## src/rtl/conv_ctrl_pkg.sv

```systemverilog
// conv_ctrl_pkg: shared state encoding and memory-offset selects for the convolution sequencer
package conv_ctrl_pkg;
  typedef enum logic [3:0] {
    IDLE, INIT, LD_FILTER, NEXT_FILTER, LD_SLICE, LD_BUFFER, MAC, LD_RESULT,
    WRITE_MEM, UPDATE, INC_OFFSET, DONE
  } state_t;
  localparam logic [1:0] OFS_FILTER = 2'd0;
  localparam logic [1:0] OFS_IMG    = 2'd1;
  localparam logic [1:0] OFS_OUT    = 2'd2;
endpackage

```

## src/rtl/conv_wrap_cnt.sv

```systemverilog
// conv_wrap_cnt: registered up-counter with clear and a last flag at MAX-1
module conv_wrap_cnt #(
  parameter int CW  = 8,
  parameter int MAX = 4
) (
  input  logic          clk,
  input  logic          rst,
  input  logic          clr,
  input  logic          en,
  output logic [CW-1:0] cnt,
  output logic          last
);
  // counts only when enabled; returns to zero solely through clr or rst
  always_ff @(posedge clk) cnt <= (rst || clr) ? '0 : en ? cnt + 1'b1 : cnt;
  assign last = cnt == CW'(MAX - 1);
endmodule

```

## src/rtl/conv_seq_ctrl.sv

```systemverilog
// conv_seq_ctrl: convolution datapath sequencer; CONV_PERF_CNT_EN adds perf_cycles/perf_stalls counters
module conv_seq_ctrl
  import conv_ctrl_pkg::*;
#(
  parameter int CW          = 8,
  parameter int FILT_CNT    = 4,
  parameter int FILT_WORDS  = 4,
  parameter int SLICE_WORDS = 16,
  parameter int WIN_ROWS    = 4,
  parameter int MAC_STEPS   = 16,
  parameter int RES_PACK    = 4,
  parameter int COLS        = 13,
  parameter int N_RES       = 169
) (
  input  logic          clk,
  input  logic          rst,
  input  logic          start,
  input  logic          mem_gnt,
  output logic          dp_rst,
  output logic          inc_ld,
  output logic          inc_en,
  output logic          adr_sel,
  output logic [1:0]    mem_offset_sel,
  output logic          filter_wr_en,
  output logic          img_wr_en,
  output logic          img_slice_en,
  output logic          acc_en,
  output logic          res_buffer_en,
  output logic          rst_acc,
  output logic          rst_res_reg,
  output logic          mem_en,
  output logic          wr_file,
  output logic          busy,
  output logic          done,
  output logic [CW-1:0] filt_idx,
  output logic [CW-1:0] filt_word,
  output logic [CW-1:0] slice_idx,
  output logic [CW-1:0] row_idx,
  output logic [CW-1:0] mac_idx,
  output logic [CW-1:0] col_idx,
  output logic [CW-1:0] res_slot
`ifdef CONV_PERF_CNT_EN
  ,
  output logic [31:0]   perf_cycles,
  output logic [31:0]   perf_stalls
`endif
);
  state_t state, nxt;
  logic fw_last, fi_last, sl_last, row_last, mac_last, rs_last, col_last;
  logic [CW:0] res_num;
  // state register
  always_ff @(posedge clk) state <= rst ? IDLE : nxt;
  // results produced this run; the extra bit keeps N_RES == 2**CW representable
  always_ff @(posedge clk) res_num <= (rst || state == INIT) ? '0 : state == LD_RESULT ? res_num + 1'b1 : res_num;
  // next-state decode; memory states wait for mem_gnt
  always_comb begin
    nxt = state;
    case (state)
      IDLE:        nxt = start ? INIT : IDLE;
      INIT:        nxt = start ? INIT : LD_FILTER;
      LD_FILTER:   nxt = (mem_gnt && fw_last) ? NEXT_FILTER : LD_FILTER;
      NEXT_FILTER: nxt = fi_last ? LD_SLICE : LD_FILTER;
      LD_SLICE:    nxt = (mem_gnt && sl_last) ? LD_BUFFER : LD_SLICE;
      LD_BUFFER:   nxt = row_last ? MAC : LD_BUFFER;
      MAC:         nxt = mac_last ? LD_RESULT : MAC;
      LD_RESULT:   nxt = (rs_last || res_num == (CW+1)'(N_RES - 1)) ? WRITE_MEM : UPDATE;
      WRITE_MEM:   nxt = !mem_gnt ? WRITE_MEM : res_num == (CW+1)'(N_RES) ? DONE : UPDATE;
      UPDATE:      nxt = col_last ? INC_OFFSET : LD_BUFFER;
      INC_OFFSET:  nxt = LD_SLICE;
      DONE:        nxt = IDLE;
      default:     nxt = IDLE;
    endcase
  end
  // Moore strobes decoded from the current state only
  always_comb begin
    dp_rst         = state == INIT;
    inc_ld         = state == INIT;
    inc_en         = state == INC_OFFSET;
    adr_sel        = state == LD_FILTER;
    filter_wr_en   = state == LD_FILTER;
    img_wr_en      = state == LD_SLICE;
    img_slice_en   = state == LD_BUFFER;
    acc_en         = state == MAC;
    res_buffer_en  = state == LD_RESULT;
    rst_acc        = state == LD_RESULT;
    mem_en         = state == WRITE_MEM;
    rst_res_reg    = state == WRITE_MEM;
    wr_file        = state == DONE;
    done           = state == DONE;
    busy           = state != IDLE && state != DONE;
    mem_offset_sel = state == LD_SLICE ? OFS_IMG : state == WRITE_MEM ? OFS_OUT : OFS_FILTER;
  end
  conv_wrap_cnt #(.CW(CW), .MAX(FILT_WORDS)) u_fw (
    .clk, .rst, .clr(state == INIT || state == NEXT_FILTER),
    .en(state == LD_FILTER && mem_gnt && !fw_last), .cnt(filt_word), .last(fw_last));
  conv_wrap_cnt #(.CW(CW), .MAX(FILT_CNT)) u_fi (
    .clk, .rst, .clr(state == INIT), .en(state == NEXT_FILTER), .cnt(filt_idx), .last(fi_last));
  conv_wrap_cnt #(.CW(CW), .MAX(SLICE_WORDS)) u_sl (
    .clk, .rst, .clr(state == INIT || state == LD_BUFFER),
    .en(state == LD_SLICE && mem_gnt && !sl_last), .cnt(slice_idx), .last(sl_last));
  conv_wrap_cnt #(.CW(CW), .MAX(WIN_ROWS)) u_row (
    .clk, .rst, .clr(state == INIT || state == MAC),
    .en(state == LD_BUFFER && !row_last), .cnt(row_idx), .last(row_last));
  conv_wrap_cnt #(.CW(CW), .MAX(MAC_STEPS)) u_mac (
    .clk, .rst, .clr(state == INIT || state == LD_RESULT),
    .en(state == MAC && !mac_last), .cnt(mac_idx), .last(mac_last));
  conv_wrap_cnt #(.CW(CW), .MAX(RES_PACK)) u_rs (
    .clk, .rst, .clr(state == INIT || (state == WRITE_MEM && mem_gnt)),
    .en(state == LD_RESULT), .cnt(res_slot), .last(rs_last));
  conv_wrap_cnt #(.CW(CW), .MAX(COLS)) u_col (
    .clk, .rst, .clr(state == INIT || (state == UPDATE && col_last)),
    .en(state == UPDATE && !col_last), .cnt(col_idx), .last(col_last));
`ifdef CONV_PERF_CNT_EN
  logic stall;
  assign stall = (state == LD_FILTER || state == LD_SLICE || state == WRITE_MEM) && !mem_gnt;
  // saturating busy/stall tallies, cleared at run start and frozen once the run ends
  always_ff @(posedge clk) begin
    perf_cycles <= (rst || state == INIT) ? '0 : (busy && !(&perf_cycles)) ? perf_cycles + 1'b1 : perf_cycles;
    perf_stalls <= (rst || state == INIT) ? '0 : (stall && !(&perf_stalls)) ? perf_stalls + 1'b1 : perf_stalls;
  end
`endif
endmodule
```

## config.mk

```make
export PLATFORM = sky130hd
export DESIGN_NAME = conv_seq_ctrl
export DESIGN_NICKNAME = d
export VERILOG_FILES = /design/src/rtl/conv_ctrl_pkg.sv /design/src/rtl/conv_wrap_cnt.sv /design/src/rtl/conv_seq_ctrl.sv
export SDC_FILE = /design/constraint.sdc
export NUM_CORES = 1
export LEC_CHECK = 0
export CAP_MARGIN = 5
export CORE_MARGIN = 3
export CORE_UTILIZATION = 42
export CTS_CLUSTER_DIAMETER = 150
export DETAILED_ROUTE_END_ITERATION = 16
export PLACE_DENSITY = 0.77
export SLEW_MARGIN = 20
export SYNTH_ARGS = -nofsm -noshare
export SYNTH_HDL_FRONTEND = slang
export SYNTH_SLANG_ARGS = --single-unit
```

## constraint.sdc

```tcl
create_clock -name clk -period 1.7 [get_ports clk]
set_input_delay 0.255 -clock clk [delete_from_list [all_inputs] [get_ports clk]]
set_output_delay 0.255 -clock clk [all_outputs]
set_load 0.005 [all_outputs]
```

* Word-level counts from Yosys, hierarchy flattened *
Index checks and enable logic that the tools add are counted.

cells by class
  mux-type cells = 14
  reductions and logical operators = 33
  equal/unequal tests = 21
  add/sub/neg operators = 8

operator list
  operator             number
  $add 8x1->8 const B  7
  $pmux 4 s11          1
  $eq 8x2->1 const B   4
  $eq 8x4->1 const B   3
  $eq 9x8->1 const B   2
  $eq 4x3->1 const B   4
  $eq 4x4->1 const B   4
  $logic_or 1x1->1     14
  $logic_and 1x1->1    12
  $mux 2               6
  $add 9x1->9 const B  1
  $eq 4x2->1 const B   2
  $logic_not 1->1      5
  $mux 1               5
  $eq 4x1->1 const B   1
  $logic_not 4->1      1
  $mux 4               1
  $ne 4x4->1 const B   1
  $reduce_bool 4->1    1
  $mux 3               1

word-level totals
  flip-flop bits (word level) = 69
  input bits = 4
  output and inout bits = 73

* Depth between registers and ports, before layout *
Gate-level depths: netlist of run 1.

  depth after elaboration = 4
  depth in mapped cells = 7
  gate-level depth less buffers = 5

* Cells and area by module *
Synthesis of run 1 repeated with hierarchy kept, for this count alone.

unflattened totals
  cells, all modules = 430
  area total of the unflattened synthesis = 3606.0 µm²

modules (own cells, without submodules)
  module                      cells an instance  times used  area each (µm²)
  conv_wrap_cnt at u_fi ...   42                 4           375.4
  conv_seq_ctrl               139                1           998.5
  conv_wrap_cnt at u_mac ...  40                 2           357.8
  conv_wrap_cnt at u_col      43                 1           390.4

* Worst setup path after synthesis of run 1 *
No wires, ideal clock.

  path type = reg-to-reg
  start point = register u_fw.cnt[0]
  end point = register u_fw.cnt[1]
  setup time = 0.124 ns
  path buffers = 0
  data arrival time = 1.690 ns
  path slack = -0.115 ns
  period minus slack after synthesis = 1.815 ns
  data required time = 1.576 ns
  stages on the path, launching flop included = 6
  cells stage by stage = dfxtp_1 -> ha_1 -> or4b_2 -> o211ai_1 -> mux2i_1 -> nor2_1

on the way
  word-level cells in the longest chain between the ends = 3
  elaborated cells between the ends (all ways) = 4
  classes of those cells = add/sub: 1; eq/ne: 1; reduce/logical: 2

RTL lines
  element                                                              line                 source
  start, declared                                                      conv_wrap_cnt.sv:10  output logic [CW-1:0] cnt,
  start signal, assigned                                               conv_wrap_cnt.sv:14  always_ff @(posedge clk) cnt <= (rst || clr) ? '0 : en ? cnt + 1'b1 : cnt;
  parallel branches: the longest is 3 deep, another holds $add 8x1->8  n/a

Parallel ways; which one is timed is not known.
A chain may end at the register's enable or synchronous reset.

* Final worst setup path of run 1 *
  start point = register state[3]
  end point = output port img_wr_en

on the way
  word-level cells in the longest chain between the ends = 1

RTL lines
  element                 line                 source
  start, declared         conv_seq_ctrl.sv:48  state_t state, nxt;
  start signal, assigned  conv_seq_ctrl.sv:52  always_ff @(posedge clk) state <= rst ? IDLE : nxt;
  $eq 4x3->1              conv_seq_ctrl.sv:81  img_wr_en = state == LD_SLICE;
  end, declared           conv_seq_ctrl.sv:25  output logic img_wr_en,

No other way between the ends.

==> results of run 1 <==
[how the worst max path moves through the flow]
stage / end / slack, ns / depth (start not counted)
floorplan: state[2] / 0.02 / 5
global placement: state[1] / -0.05 / 5
detailed placement: u_row.cnt[3] / -0.16 / 7
CTS: busy / -0.07 / 4
global route: u_fw.cnt[7] / -0.15 / 7
finish: img_wr_en / -0.11 / 5
[per-stage QoR]
stage	area, sq um	total power [mW]	setup WS (ns)	instances
3_3_place_gp	5010	1.88	-0.0547	651
3_5_place_dp	5010	1.88	-0.163	651
5_1_grt	5850	3.74	-0.152	697
6_report	5850	3.66	-0.106	697
4_1_cts	5550	3.56	-0.0678	686
2_1_floorplan	3700	1.78	0.0232	425
[cells by family after synthesis]
group | count (synthesis)
simple gates | 208
buf+inv | 40
xor+xnor | 42
mux | 9
flops | 69
compound gates | 46
fa+ha+maj | 11
[registers in the layout, summed over array words and instances, names as in the netlist, 8 cells and up]
signal / flops
u_mac.cnt: 8
u_fw.cnt: 8
u_sl.cnt: 8
res_num: 9
u_rs.cnt: 8
u_fi.cnt: 8
u_row.cnt: 8
u_col.cnt: 8
[layer usage]
metal,vias up,global-route usage,share of wire
met4,0,0.0735,0.024
li1,1824,-,-
met3,23,0.0449,0.049
met5,-,0,0
met2,145,0.364,0.51
met1,1885,0.258,0.42
[power by group]
group | total [mW] | internal [mW] | switching (mW)
combinational | 0.331 | 0.164 | 0.167
clock | 1.70 | 1.01 | 0.689
sequential | 1.62 | 1.62 | 0.00706
total | 3.66 | 2.79 | 0.863
[cells in the final DEF, fill, tap and decap left out, types with 4 or more instances in the layout]
cell type	synthesis	routed
buf_4	7	73
a21oi_1	18	16
and2_1	7	7
nor4_1	7	4
xnor2_1	19	19
clkdlybuf4s50_1	0	59
and3_1	8	8
nand2b_1	9	7
buf_12	0	4
xor2_1	23	23
buf_6	0	22
ha_1	11	10
nand3_1	19	17
nor2_1	54	50
or3_1	10	9
nor4b_4	2	5
dfxtp_1	69	63
nand4_1	18	18
nor3_1	5	4
buf_2	10	7
mux2i_1	9	9
nand2_1	35	28
inv_1	16	13
nand2_2	0	4
o21ai_0	8	6
clkbuf_8	0	10
nor4_4	0	6
[worst register-to-register path: stages (launching register included)]
cell and delay, ns:
dfxtp_4 0.37, buf_12 0.14, buf_6 0.12, nor4b_4 0.25, buf_4 0.18, nand4_1 0.14, or3_1 0.38, a21oi_1 0.12
[cell type report]
type,count,area [sq um],area share
timing repair buffer,173,1580,0.270
clock inverter,6,110,0.0188
inverter,17,66.3,0.0113
tap,105,131,0.0225
clock buffer,10,138,0.0235
sequential,69,1400,0.239
multi-input combinational,317,2430,0.415
[what timing repair did]
| item | CTS | global route |
|---|---|---|
| pin swaps | 17 | 14 |
| resized for setup | 94 | 57 |
| gates cloned | 0 | 2 |
| endpoints found under the setup margin | 80 | 78 |
| hold buffers | 0 | 0 |
| buffers inserted | 20 | 11 |
==> results list, run 1 <==
- The number of different library cells used by synthesis comes to 54.
- The worst register-to-register path begins at state[0].
* Final min period: 1.81 ns
* FF-to-FF path depth: 7
- Dividing the detail-routed via count by the number of cells gives 5.56.
- Synthesized net count: 440
* Top cell by count, worst path: buf_6
- Number of enable-type register cells in the synthesized netlist: 0
- The critical path is of the reg2out type.
- Power per cell area: 625 mW/mm^2
- Die span in y: between 90 and 100 um
- Headroom to the max-slew limit came out at 0.718.
- Counting along the longest clock path gives a buffer depth of 2.
* Num CTS Buffers: 9
- CP startpoint: state[3]
- Sorting the synthesized cells by how often they occur yields dfxtp_1, nor2_1, nand2_1, xor2_1.
* Clk_skew: 0.00952 ns
* Routed wire length: 12300 um
- Top_reg_cell synth: dfxtp_1
* Top cell type by total area after synthesis: dfxtp_1
* Global placement routability congestion: approximately 0.82
* Number of antenna violations at the first check in global routing: 0
- The first global-routing pass estimated 17100 um of wire.
- Setup repair after global routing missed its margin: true
- Among cell families on the critical path, the largest total delay comes from buffers and inverters.
* Max FO, Critical Path: 6
* CP Buf/Inv Count: 4
* GRT Resource Usage Total: 0.211
- Top cells by area, synth: dfxtp_1, nor2_1, xor2_1, xnor2_1, ha_1
- Fin worst setup slack: -0.106 ns
- Among all cell types in the netlist, the one instantiated most often is dfxtp_1.
* Arrival time reported for the critical path endpoint: 1.55 ns
- The final route contains 3877 vias.
- Filler cell count in the final layout: 595
- The average instance in the mapped netlist occupies ~8.7 sq um.
* Number of inserted diodes: 0
- In this design, the stage delay of the slowest critical-path cell is 0.38 ns.
* CTS tree: built
- The clock net in this run drives a total of 69 sinks.
- Startpoint kind of the worst setup timing path: flip-flop
* Synthesis-to-layout area growth: 58.5%
- After synthesis, the share of flip-flops with an asynchronous set or reset is 0.
* Area fraction in compound gates after synthesis: 0.0818
- By area, the combinational part of the netlist is dominated by simple AND/OR/NAND/NOR gates.
- For this configuration, the core starts out at a cell density of 0.440.
- The die is 99.7 um wide.
- Critical Path Slowest Stage Cell: dfxtp_4
* Antenna-violating nets left: 0
- Overall die area: 0.00994 sq mm
- The H-tree generated during clock tree synthesis spans 3 levels.
* Sequential fraction of the synthesis area: 0.374
- Leakage power figure: 2.22 nW
- Adder and majority cell fraction of the synthesized area: 0.0373
- Of the total synthesized cell area, the portion taken by XOR and XNOR cells is 0.0997.
- Synth warnings: 0
* Multiplexer fraction of the synthesized cell area: 0.0244
- Worst vdd ir: 0.000411 V
* Min-Delay Path Depth: 2
- STA classifies the critical path endpoint as an output port.
* Number of failing hold endpoints at the final stage: 0
- Maximum clock rate: roughly 550 MHz
- After floorplanning, the core was divided into 33 placement rows.
- The tool flagged a number of max-cap violations equal to 0.
- The worst hold path terminates at res_num[7].
- Wire per inst: 17.7 um
* Vias in the first global route: 3612
- Final setup violation count: 19
* Area share of the largest cell type after synthesis: 0.374
- The endpoint identified for the worst register-to-register timing path is u_fw.cnt[7].
* Root buffer cell: clkbuf_8
* Post-route setup TNS: -0.739 ns
* Mapped Area: 0.00369 sq mm
- Entering global routing, the biggest net connects 18 pins.
- The count of buffers added on input and output ports is 76.
* R2R setup slack: -0.06 ns
- Chain of cells forming the critical path: buf_6, nor4b_4, buf_4, buf_6, buf_6
- # DRC: 0
- The tightest hold path in the finished design has a slack of between 0.5 and 0.6 ns.
- The detailed router finished its first iteration with 214 violations.
* Yosys reg bits: 69
- The flow ran to the end, but the final reports show violations.
* Clock transition at the register clock pins on the worst setup and hold paths after CTS: 0.08 ns
- The number of max-slew violations in the final report came to 0.
- The wire-length estimate of the detail-placed layout is 7100 um.
- Later-pin clock latency in the skew report: between 0.3 and 0.4 ns
- Share of post-route cells with drive strength above 1: 0.321
- At the pin with the least slew margin, the transition time is ~0.42 ns.
- Simple logic cell fraction of the synthesized area: 0.331
- Placeable core region: roughly 0.0084 sq mm
* Count of TritonRoute iterations in the first routing pass: 5
- Post-Synthesis Cells: 425
- Failing checks: setup timing
* Class of the most critical hold timing path: reg2reg
* Final design utilization: 0.697
- In the finished design, the share of the clock period the worst path needs comes to 1.06.
- The worst hold path begins at res_num[7].
- Required time of the critical path: 1.44 ns
- The final layout contains 602 nets.
* # IOs: between 70 and 80
- Overflow left after global routing: 0
(Power assumes the default switching activity.)
==> inputs of run 2 (changes only) <==
--- a/config.mk
+++ b/config.mk
@@ -5,7 +5,7 @@
 export SDC_FILE = /design/constraint.sdc
 export NUM_CORES = 1
 export LEC_CHECK = 0
-export CAP_MARGIN = 5
+export CAP_MARGIN = 10
 export CORE_MARGIN = 3
 export CORE_UTILIZATION = 42
 export CTS_CLUSTER_DIAMETER = 150
==> constraint.sdc (replaced) <==
create_clock -name clk -period 1.5 [get_ports clk]
set_input_delay 0.225 -clock clk [delete_from_list [all_inputs] [get_ports clk]]
set_output_delay 0.225 -clock clk [all_outputs]
set_load 0.005 [all_outputs]
==> results list, run 2 (synthesized netlist as in run 1, its figures left out) <==
* Number of antenna violations at the first check in global routing: 0
- Setup repair after global routing could not meet its margin everywhere.
- After detailed routing, the average wire length per cell comes to ~23 um.
- CTS tree: built
* Startpoint kind of the worst setup timing path: flip-flop
- Power per cell area: 535 mW/mm^2
- Maximum clock rate: 537 MHz
- In the final layout, the multi-input gates occupy 0.00305 sq mm.
* Post-detail-place hpwl: about 7200 um
- Sink count of the clock tree: 69
* Average via count per standard cell: 6.02
- Relative slew slack: 0.683
- After routing the design area is about 0.007 sq mm.
* Total of buffers placed on input and output ports: 76
- Number of failing hold endpoints at the final stage: 0
- For the worst setup path, the data required time is 1.74 ns.
- Measured on the finished design, the core utilization comes to 0.838.
- Largest register FFs: 9
- The via count of the first global-routing pass was 4205.
* Post-route setup TNS: -16.66 ns
* Routed wire length: between 15000 and 20000 um
* Number of buffers between clock root and the deepest sink: 2
- Most used cells in the layout excluding fill and tap cells: buf_4, buf_6, dlygate4sd2_1
- The path class of the tightest hold or removal check is reg2reg.
- Hold is met by 0.495 ns.
- The H-tree was split into 3 levels.
- Capturing point of the worst reg2reg path: u_fw.cnt[7]
- In the final layout, the share of cells above drive strength 1 is 0.554.
- Filler cell count in the final layout: 400
- For this run the aggregate overflow at the end of global routing stands at 0.
- For this configuration, the core starts out at a cell density of 0.440.
- Summing over every cut layer, the via total after detailed routing is 4508.
* Setup CP Type: reg2reg
* R2R setup slack: -0.36 ns
* # IOs: between 70 and 80
* Number of placement rows: 33
* Total Power: 3.76 mW
* Global placement routability congestion: 0.828
- After floorplanning, the core was sized to cover between 0.008 and 0.009 sq mm.
- Leaving out fill and tap cells, the most frequent cell in the layout is buf_4.
- Arrival time reported for the critical path endpoint: 2.10 ns
* Root buffer cell: clkbuf_8
- Number of DRC violations after detailed-routing iteration 0: 328
* Register area: roughly 0.0015 sq mm
- Num CTS Buffers: 9
- Later-pin clock latency in the skew report: 0.37 ns
- Max FO, Critical Path: 3
- Of the available clock period, the critical path in the final layout requires 1.24.
- Overall die area: 0.00994 sq mm
* Die span in y: 99.7 um
- The net count of the finished layout is 654.
- The analysis attributes to cell leakage a power of between 2 and 3 nW.
* Worst-Margin Slew: 0.471 ns
- Die boundary width: 99.7 um
- Along the worst hold path, the cell count comes to 2.
* Max-cap viol count: 0
- Setup violations remaining at the end of the flow were counted as 88.
- 0 antenna diodes ended up in the layout.
- Critical Path Sink Type: flip-flop
* Largest net degree at the start of global routing: 12
- Reg-to-reg startpoint: state[3]
- Fin worst setup slack: -0.361 ns
- Final Slew Violations: 0
- Hold Path End: u_sl.cnt[3]
* Count of TritonRoute iterations in the first routing pass: 5
- Compared with the post-synthesis result, the final layout area differs by 90.4%.
- The final reports fail on setup timing.
- Register with the most flip-flops: res_num
* Worst vdd ir: ~0.00038 V
* Launch point of the worst hold path: u_sl.cnt[3]
- Clock transition at the register clock pins on the worst setup and hold paths after CTS: ~0.090 ns
* Clk_skew: a little over 0.02 ns
- Final min period: between 1.5 and 2 ns
- FF-to-FF path depth: 8
- Across every metal layer, demand over resource in global routing totals 0.264.
- DP Area: between 0.005 and 0.006 sq mm
* Antenna-violating nets left: 0
- The flow ran to the end, but the final reports show violations.
* # DRC: 0
* Global-route wire length before repair: 20900 um
run 2: how the worst max path moves through the flow:
| stage | startpoint | to | slack [ns] |
|---|---|---|---|
| 5_1_grt | state[3] | u_fw.cnt[7] | -0.39 |
| 3_3_place_gp | mem_gnt | state[0] | -0.31 |
| 3_5_place_dp | state[2] | mem_offset_sel[1] | -0.33 |
| 4_1_cts | state[0] | mem_offset_sel[0] | -0.23 |
| 6_report | state[3] | u_fw.cnt[7] | -0.36 |
| 2_1_floorplan | u_fw.cnt[1] | u_fw.cnt[1] | -0.07 |
run 2: area by class of cell:
| type | instances | area share |
|---|---|---|
| clock buffer | 14 | 0.0217 |
| clock inverter | 2 | 0.00143 |
| inverter | 17 | 0.00944 |
| multi-input combinational | 316 | 0.434 |
| sequential | 69 | 0.211 |
| tap | 105 | 0.0187 |
| timing repair buffer | 226 | 0.304 |
run 2: stage by stage:
step                setup WS, ns  cells
finish                    -0.361    749
global route              -0.390    749
CTS                       -0.227    729
detailed placement        -0.332    675
global placement          -0.309    675
floorplan                -0.0664    425
run 2: power breakdown:
part | internal [mW] | switching [mW]
clock network | 0.645 | 0.762
logic | 0.263 | 0.263
registers | 1.81 | 0.0134
run 2: layer usage:
metal  routed length (um)  GRT usage
met3                 1100     0.0561
met2                 8600      0.467
met5                    0          0
met4                 1000      0.120
met1                 6600      0.302
run 2: worst max-delay path, cell delays in order (launching register included):
cell     delay (ns)
dfxtp_4        0.37
buf_6          0.13
nor4b_4        0.28
buf_4          0.21
buf_6          0.11
nand4_1        0.14
buf_4          0.18
o21ai_0        0.21
a21oi_1        0.11
run 2: timing repair:
| item | 4_1_cts | 5_1_grt |
|---|---|---|
| resized for setup | 236 | 147 |
| buffers inserted | 38 | 20 |
| endpoints found under the setup margin | 128 | 99 |
| hold buffers | 0 | 0 |
| gates cloned | 4 | 1 |
| pin swaps | 38 | 77 |
